## src/rtl/blink_rate_ctrl_if.sv

```systemverilog
// blink_rate_ctrl_if: pushbutton input and rate/strobe outputs of the
// blinker rate controller.
//
// Signalling: there is no valid/ready handshake on this bus. KEY is a raw
// asynchronous level. tick and press are single-cycle strobes that the
// consumer must take on the cycle they are high; there is no backpressure.
// rate is a level that changes only on the cycle press is high, and only
// when the rate actually steps. dbg_state mirrors the debounce FSM state
// so that checkers can observe it.
interface blink_rate_ctrl_if;
  logic       KEY;
  logic       tick;
  logic [1:0] rate;
  logic       press;
  logic [1:0] dbg_state;

  modport master (output KEY, input tick, rate, press, dbg_state);
  modport slave  (input KEY, output tick, rate, press, dbg_state);
endinterface

```

## src/rtl/blink_rate_ctrl.sv

```systemverilog
// blink_rate_ctrl: debounces an active-low pushbutton and steps through four
// blink rates on each accepted press. It emits a one-cycle tick every
// (BASE_DIV >> rate) cycles.
// Optional feature macro: BLINK_RATE_SATURATE_EN. When it is defined, rate
// stops at 3 instead of wrapping to 0. A press at rate 3 still pulses press
// but leaves the prescaler running.
module blink_rate_ctrl #(
  parameter int DEBOUNCE_CYCLES = 1_000_000,
  parameter int BASE_DIV        = 1_048_576
) (
  input  logic               CLOCK_50,
  input  logic               RESET,
  blink_rate_ctrl_if.slave   bus
);

  localparam int DW = (DEBOUNCE_CYCLES > 1) ? $clog2(DEBOUNCE_CYCLES) : 1;
  localparam int CW = $clog2(BASE_DIV);

  localparam logic [DW-1:0] DB_LAST = DW'(DEBOUNCE_CYCLES - 1);
  // BASE_DIV is a power of two, so BASE_DIV-1 is all ones. Shifting it right
  // by rate gives (BASE_DIV >> rate) - 1 directly.
  localparam logic [CW-1:0] PS_TOP  = CW'(BASE_DIV - 1);

  localparam logic [1:0] S_IDLE         = 2'd0;
  localparam logic [1:0] S_PRESS_WAIT   = 2'd1;
  localparam logic [1:0] S_HELD         = 2'd2;
  localparam logic [1:0] S_RELEASE_WAIT = 2'd3;

  logic          sync1_q, sync2_q;
  logic          k;
  logic [1:0]    state_q, state_d;
  logic [DW-1:0] dcnt_q, dcnt_d;
  logic          enter_held;
  logic          rate_step;
  logic [1:0]    rate_q, rate_d;
  logic [CW-1:0] pcnt_q, pcnt_d;
  logic [CW-1:0] term;
  logic          tick_q, tick_d;
  logic          press_q, press_d;

  // Two-flop synchronizer for the raw button; its idle (released) level is 1.
  always_ff @(posedge CLOCK_50 or posedge RESET) begin
    if (RESET) begin
      sync1_q <= 1'b1;
      sync2_q <= 1'b1;
    end else begin
      sync1_q <= bus.KEY;
      sync2_q <= sync1_q;
    end
  end

  assign k = sync2_q;

  // Debounce FSM next state. Every state exit clears the counter, so it
  // never wraps. A press is accepted only on PRESS_WAIT -> HELD. Returning
  // to HELD from a bounce during release is not a new press.
  always_comb begin
    state_d    = state_q;
    dcnt_d     = dcnt_q;
    enter_held = 1'b0;
    case (state_q)
      S_IDLE: begin
        if (!k) begin
          state_d = S_PRESS_WAIT;
          dcnt_d  = '0;
        end
      end
      S_PRESS_WAIT: begin
        if (k) begin
          state_d = S_IDLE;
          dcnt_d  = '0;
        end else if (dcnt_q == DB_LAST) begin
          state_d    = S_HELD;
          dcnt_d     = '0;
          enter_held = 1'b1;
        end else begin
          dcnt_d = dcnt_q + DW'(1);
        end
      end
      S_HELD: begin
        if (k) begin
          state_d = S_RELEASE_WAIT;
          dcnt_d  = '0;
        end
      end
      S_RELEASE_WAIT: begin
        if (!k) begin
          state_d = S_HELD;
          dcnt_d  = '0;
        end else if (dcnt_q == DB_LAST) begin
          state_d = S_IDLE;
          dcnt_d  = '0;
        end else begin
          dcnt_d = dcnt_q + DW'(1);
        end
      end
      default: begin
        state_d = S_IDLE;
        dcnt_d  = '0;
      end
    endcase
  end

`ifdef BLINK_RATE_SATURATE_EN
  // At rate 3 an accepted press leaves the rate and the prescaler untouched.
  assign rate_step = enter_held && (rate_q != 2'd3);
`else
  // Every accepted press steps the rate; 3 wraps to 0 in the 2-bit add.
  assign rate_step = enter_held;
`endif

  assign term = PS_TOP >> rate_q;

  // Rate, prescaler and strobe next state. A rate change restarts the
  // prescaler and suppresses a tick that would land on the same edge.
  always_comb begin
    rate_d  = rate_q;
    pcnt_d  = pcnt_q + CW'(1);
    tick_d  = 1'b0;
    press_d = enter_held;
    if (rate_step) begin
      rate_d = rate_q + 2'd1;
      pcnt_d = '0;
    end else if (pcnt_q == term) begin
      pcnt_d = '0;
      tick_d = 1'b1;
    end
  end

  // State registers; everything returns to its idle value on RESET.
  always_ff @(posedge CLOCK_50 or posedge RESET) begin
    if (RESET) begin
      state_q <= S_IDLE;
      dcnt_q  <= '0;
      rate_q  <= 2'd0;
      pcnt_q  <= '0;
      tick_q  <= 1'b0;
      press_q <= 1'b0;
    end else begin
      state_q <= state_d;
      dcnt_q  <= dcnt_d;
      rate_q  <= rate_d;
      pcnt_q  <= pcnt_d;
      tick_q  <= tick_d;
      press_q <= press_d;
    end
  end

  assign bus.tick      = tick_q;
  assign bus.rate      = rate_q;
  assign bus.press     = press_q;
  assign bus.dbg_state = state_q;

endmodule

```

## src/flat_wrapper.sv

```systemverilog
// flat-port wrapper written by rule: the top's interface ports become plain ports
module blink_rate_ctrl_flat 
#(
  parameter int DEBOUNCE_CYCLES = 1_000_000,
  parameter int BASE_DIV        = 1_048_576
)
  (CLOCK_50, RESET, bus_KEY, bus_tick, bus_rate, bus_press, bus_dbg_state);
  blink_rate_ctrl_if bus_i ();
  input  logic CLOCK_50;
  input  logic RESET;
  input wire logic [$bits(bus_i.KEY)-1:0] bus_KEY;
  output wire logic [$bits(bus_i.tick)-1:0] bus_tick;
  output wire logic [$bits(bus_i.rate)-1:0] bus_rate;
  output wire logic [$bits(bus_i.press)-1:0] bus_press;
  output wire logic [$bits(bus_i.dbg_state)-1:0] bus_dbg_state;
  assign bus_i.KEY = bus_KEY;
  assign bus_tick = bus_i.tick;
  assign bus_rate = bus_i.rate;
  assign bus_press = bus_i.press;
  assign bus_dbg_state = bus_i.dbg_state;
  blink_rate_ctrl #(.DEBOUNCE_CYCLES(DEBOUNCE_CYCLES), .BASE_DIV(BASE_DIV)) u_core (.CLOCK_50(CLOCK_50), .RESET(RESET), .bus(bus_i));
endmodule
```

## config.mk

```make
export PLATFORM = sky130hd
export DESIGN_NAME = blink_rate_ctrl_flat
export DESIGN_NICKNAME = d
export VERILOG_FILES = /design/src/rtl/blink_rate_ctrl_if.sv /design/src/rtl/blink_rate_ctrl.sv /design/src/flat_wrapper.sv
export SDC_FILE = /design/constraint.sdc
export NUM_CORES = 1
export LEC_CHECK = 0
export ABC_CLOCK_PERIOD_IN_PS = 1800
export CELL_PAD_IN_SITES_DETAIL_PLACEMENT = 1
export CELL_PAD_IN_SITES_GLOBAL_PLACEMENT = 1
export CORE_UTILIZATION = 43
export DETAILED_ROUTE_END_ITERATION = 12
export HOLD_SLACK_MARGIN = 0.15
export PLACE_DENSITY = 0.78
export SYNTH_ARGS = -nofsm -noshare
export SYNTH_HDL_FRONTEND = slang
export SYNTH_SLANG_ARGS = --single-unit
```

## constraint.sdc

```tcl
create_clock -name CLOCK_50 -period 1.8 [get_ports CLOCK_50]
set_input_delay 0.27 -clock CLOCK_50 [delete_from_list [all_inputs] [get_ports CLOCK_50]]
set_output_delay 0.27 -clock CLOCK_50 [all_outputs]
set_load 0.03 [all_outputs]
```

==> reports/summary.txt <==
die outline area - 5900 µm²
Mapped Area - 2400 µm²
hold crit path type - in -> async
clock latency on the worst-skew pair - 0.30 ns
initial antenna violation count - 0
setup slack at placement - -0.0521 ns
number of synthesized register bits - 48
drt wl/cell - 16.5 µm
CTS Hold Bufs - 0
Worst IR Drop VDD - 0.399 mV
Post-Route Skew - 0.00174 ns
Die Span X - 76.8 µm
RSZ-0062 raised after global routing - yes
Slew HR - 0.602
CP Max Fanout - 20
Power per Cell Area - 636 nW/µm²
Detailed Place HPWL - 3780 µm
ys flop type - dfrtp_1
ys async rst share - 1.00
Netlist cell types - 37
Synth Net Count - 253
cts bufs inserted - 5
CTS HTree Levels - 2
# setup viols final - 0
number of buffers and inverters on the critical path - 2
Ys Warns - 0
CTS Sinks - 48
starting density of the core - 0.459
maximum achievable frequency - 0.579 GHz
Final Hold Vio Count - 0
final worst path period need - 1.73 ns
EDFF count, synth - 0
leak pwr - 1.36 nW
peak per-stage delay on the critical path - 0.41 ns
Final Routed Wirelength - 5870 µm
# rows - 26
Post-Syn Instances - 246
Reg clk slew, reported paths - 0.08 ns
CTS tree - done
core area - 5240 µm²
gpl congestion - 0.739
Avg Vias per Cell - 5.46
final setup margin - 0.0714 ns
pin count of the biggest net entering global routing - 22
delay-heaviest family, CP - flip-flops
# DRC - 0
die height - 76.8 µm
ANT cells - 0
Worst Tran Pin Value - 0.596 ns
Synth Area per Inst - 9.78 µm²
first-pass GRT wire length - 9330 µm
CP cell instances - ha_2 > nand3_4 > nor3_4 > a21oi_2 > buf_12 > buf_4 > a31oi_1 > a31oi_1
Crit-path slowest cell - dfrtp_1
CP required - 1.97 ns
Vias - 1944
post-synthesis sequential area ratio - 0.501
Worst Path Arrival - 1.90 ns
IO Count - 9
layout cells sized above 1 - 0.231
final period utilization - 0.960
vias in the first global route - 2035
area grow syn2layout - 24.2%
Detail Route Antenna Nets - 0
final net count - 293
final slew viol count - 0
total track usage - 0.202
Root Buffer - clkbuf_8
Most Frequent Cell on Critical Path - a31oi_1
gr ovfl total - 0
Worst Setup End Kind - register
Iter 0 DRT Violations - 70
critical path startpoint category - register
# port buffers - 8
Bufs on Longest Clock Path - 2
Pre-Repair DR Iteration Count - 4
maxcap violations - 0
outcome - finished clean
total power - 1.90 mW
kind of critical path - reg -> reg
==> Yosys cell counts, types with 2 or more instances <==
cell      number  area, µm²
dfrtp_1       46       1150
nand2_1       23       86.3
nor2_1        34        128
and4_1         3       26.3
inv_1          8       30.0
a21o_1         2       15.0
a41oi_1        2       17.5
o21ai_0        7       35.0
and3_1         4       25.0
xnor2_1       15        131
a31oi_1        8       50.1
or2_2          2       12.5
ha_1           4       50.1
a22o_1         6       52.6
nand3_1       22        110
a21oi_1        8       40.0
clkbuf_1       2       7.51
xor2_1        11       96.3
dfstp_2        2       52.6
and2_1         3       18.8
buf_2          3       15.0
nor3_1         7       35.0
mux2i_1        2       20.0
nand4_1        8       50.1
o211ai_1       2       15.0
==> layer usage <==
layer,GRT usage,wire [µm],vias to the layer above
met5,0,0,-
met4,0.0673,149,0
met3,0.0464,171,12
met2,0.359,3090,28
met1,0.237,2460,973
li1,-,-,931
==> per-stage QoR <==
step	std cells	TNS [ns]	utilization	area (µm²)	hold WS (ns)
after CTS	350	0	0.545	2850	0.249
final	356	0	0.570	2990	0.245
after detailed placement	342	-0.202	0.523	2740	0.351
after global placement	342	0	0.523	2740	0.346
after global routing	356	-0.240	0.570	2990	0.263
after floorplan	246	0	-	2410	0.274
==> repair_timing <==
item	in CTS	in global routing
pin swaps	0	3
gates cloned	0	1
resized for setup	2	20
endpoints found under the setup margin	14	37
buffers inserted	1	5
==> sequential cells by signal, summed over array words and instances, names as in the netlist, named ones only <==
signal,cells
u_core.bus.dbg_state,1
u_core.bus.press,1
u_core.bus.rate,2
u_core.bus.tick,1
u_core.dcnt_q,20
u_core.k,1
u_core.pcnt_q,20
u_core.sync1_q,1
==> layout by cell type, fill, tap and decap left out, drive strengths merged <==
cell / n
dfrtp: 46
nor2: 34
buf: 32
nand2: 23
nand3: 22
xnor2: 15
xor2: 11
nand4: 8
a31oi: 8
inv: 8
a21oi: 8
o21ai: 7
clkbuf: 7
clkdlybuf4s50: 7
nor3: 7
a22o: 6
and3: 5
ha: 4
and4: 4
and2: 3
nand2b: 3
or2: 2
mux2i: 2
a21o: 2
o211ai: 2
a41oi: 2
dfstp: 2
nor4b: 1
nor4bb: 1
nor4: 1
nand3b: 1
mux2: 1
dlymetal6s2s: 1
==> power breakdown <==
part | internal (mW) | switching [mW]
clock network | 0.343 | 0.354
registers | 1.09 | 0.00931
logic | 0.0444 | 0.0626
total | 1.47 | 0.426
==> cell families after synthesis <==
family,Yosys count,share of synthesized area
buffers and inverters,16,0.0411
flip-flops,48,0.501
XOR/XNOR,26,0.0947
adder cells (fa/ha/maj),4,0.0208
AND/OR/NAND/NOR,114,0.236
AO/OA/AOI/OAI,35,0.0936
multiplexers,3,0.0130
==> layout make-up <==
type	count	area (µm²)
clock buffers	7	96.3
fillers	599	2250
inverters	8	30.0
multi-input cells	183	1210
flip-flops and latches	48	1200
well taps	70	87.6
repair buffers	40	355
==> final timing paths <==
kind                                         startpoint                             to  slack (ns)  cells past startpoint
max                        u_core.dcnt_q[1]$_DFFE_PP0P_  u_core.dcnt_q[12]$_DFFE_PP0P_        0.07                      8
min                                               RESET     u_core.pcnt_q[4]$_DFF_PP0_        0.24                      2
max reg2reg                u_core.dcnt_q[1]$_DFFE_PP0P_  u_core.dcnt_q[12]$_DFFE_PP0P_        0.07                      8
min reg2reg                    u_core.sync1_q$_DFF_PP1_             u_core.k$_DFF_PP1_        0.36                      0
max in group asynchronous                         RESET    u_core.pcnt_q[14]$_DFF_PP0_        1.04                      3
min in group CLOCK_50          u_core.sync1_q$_DFF_PP1_             u_core.k$_DFF_PP1_        0.36                      0
Note: power is estimated with default switching activity, not from simulation.
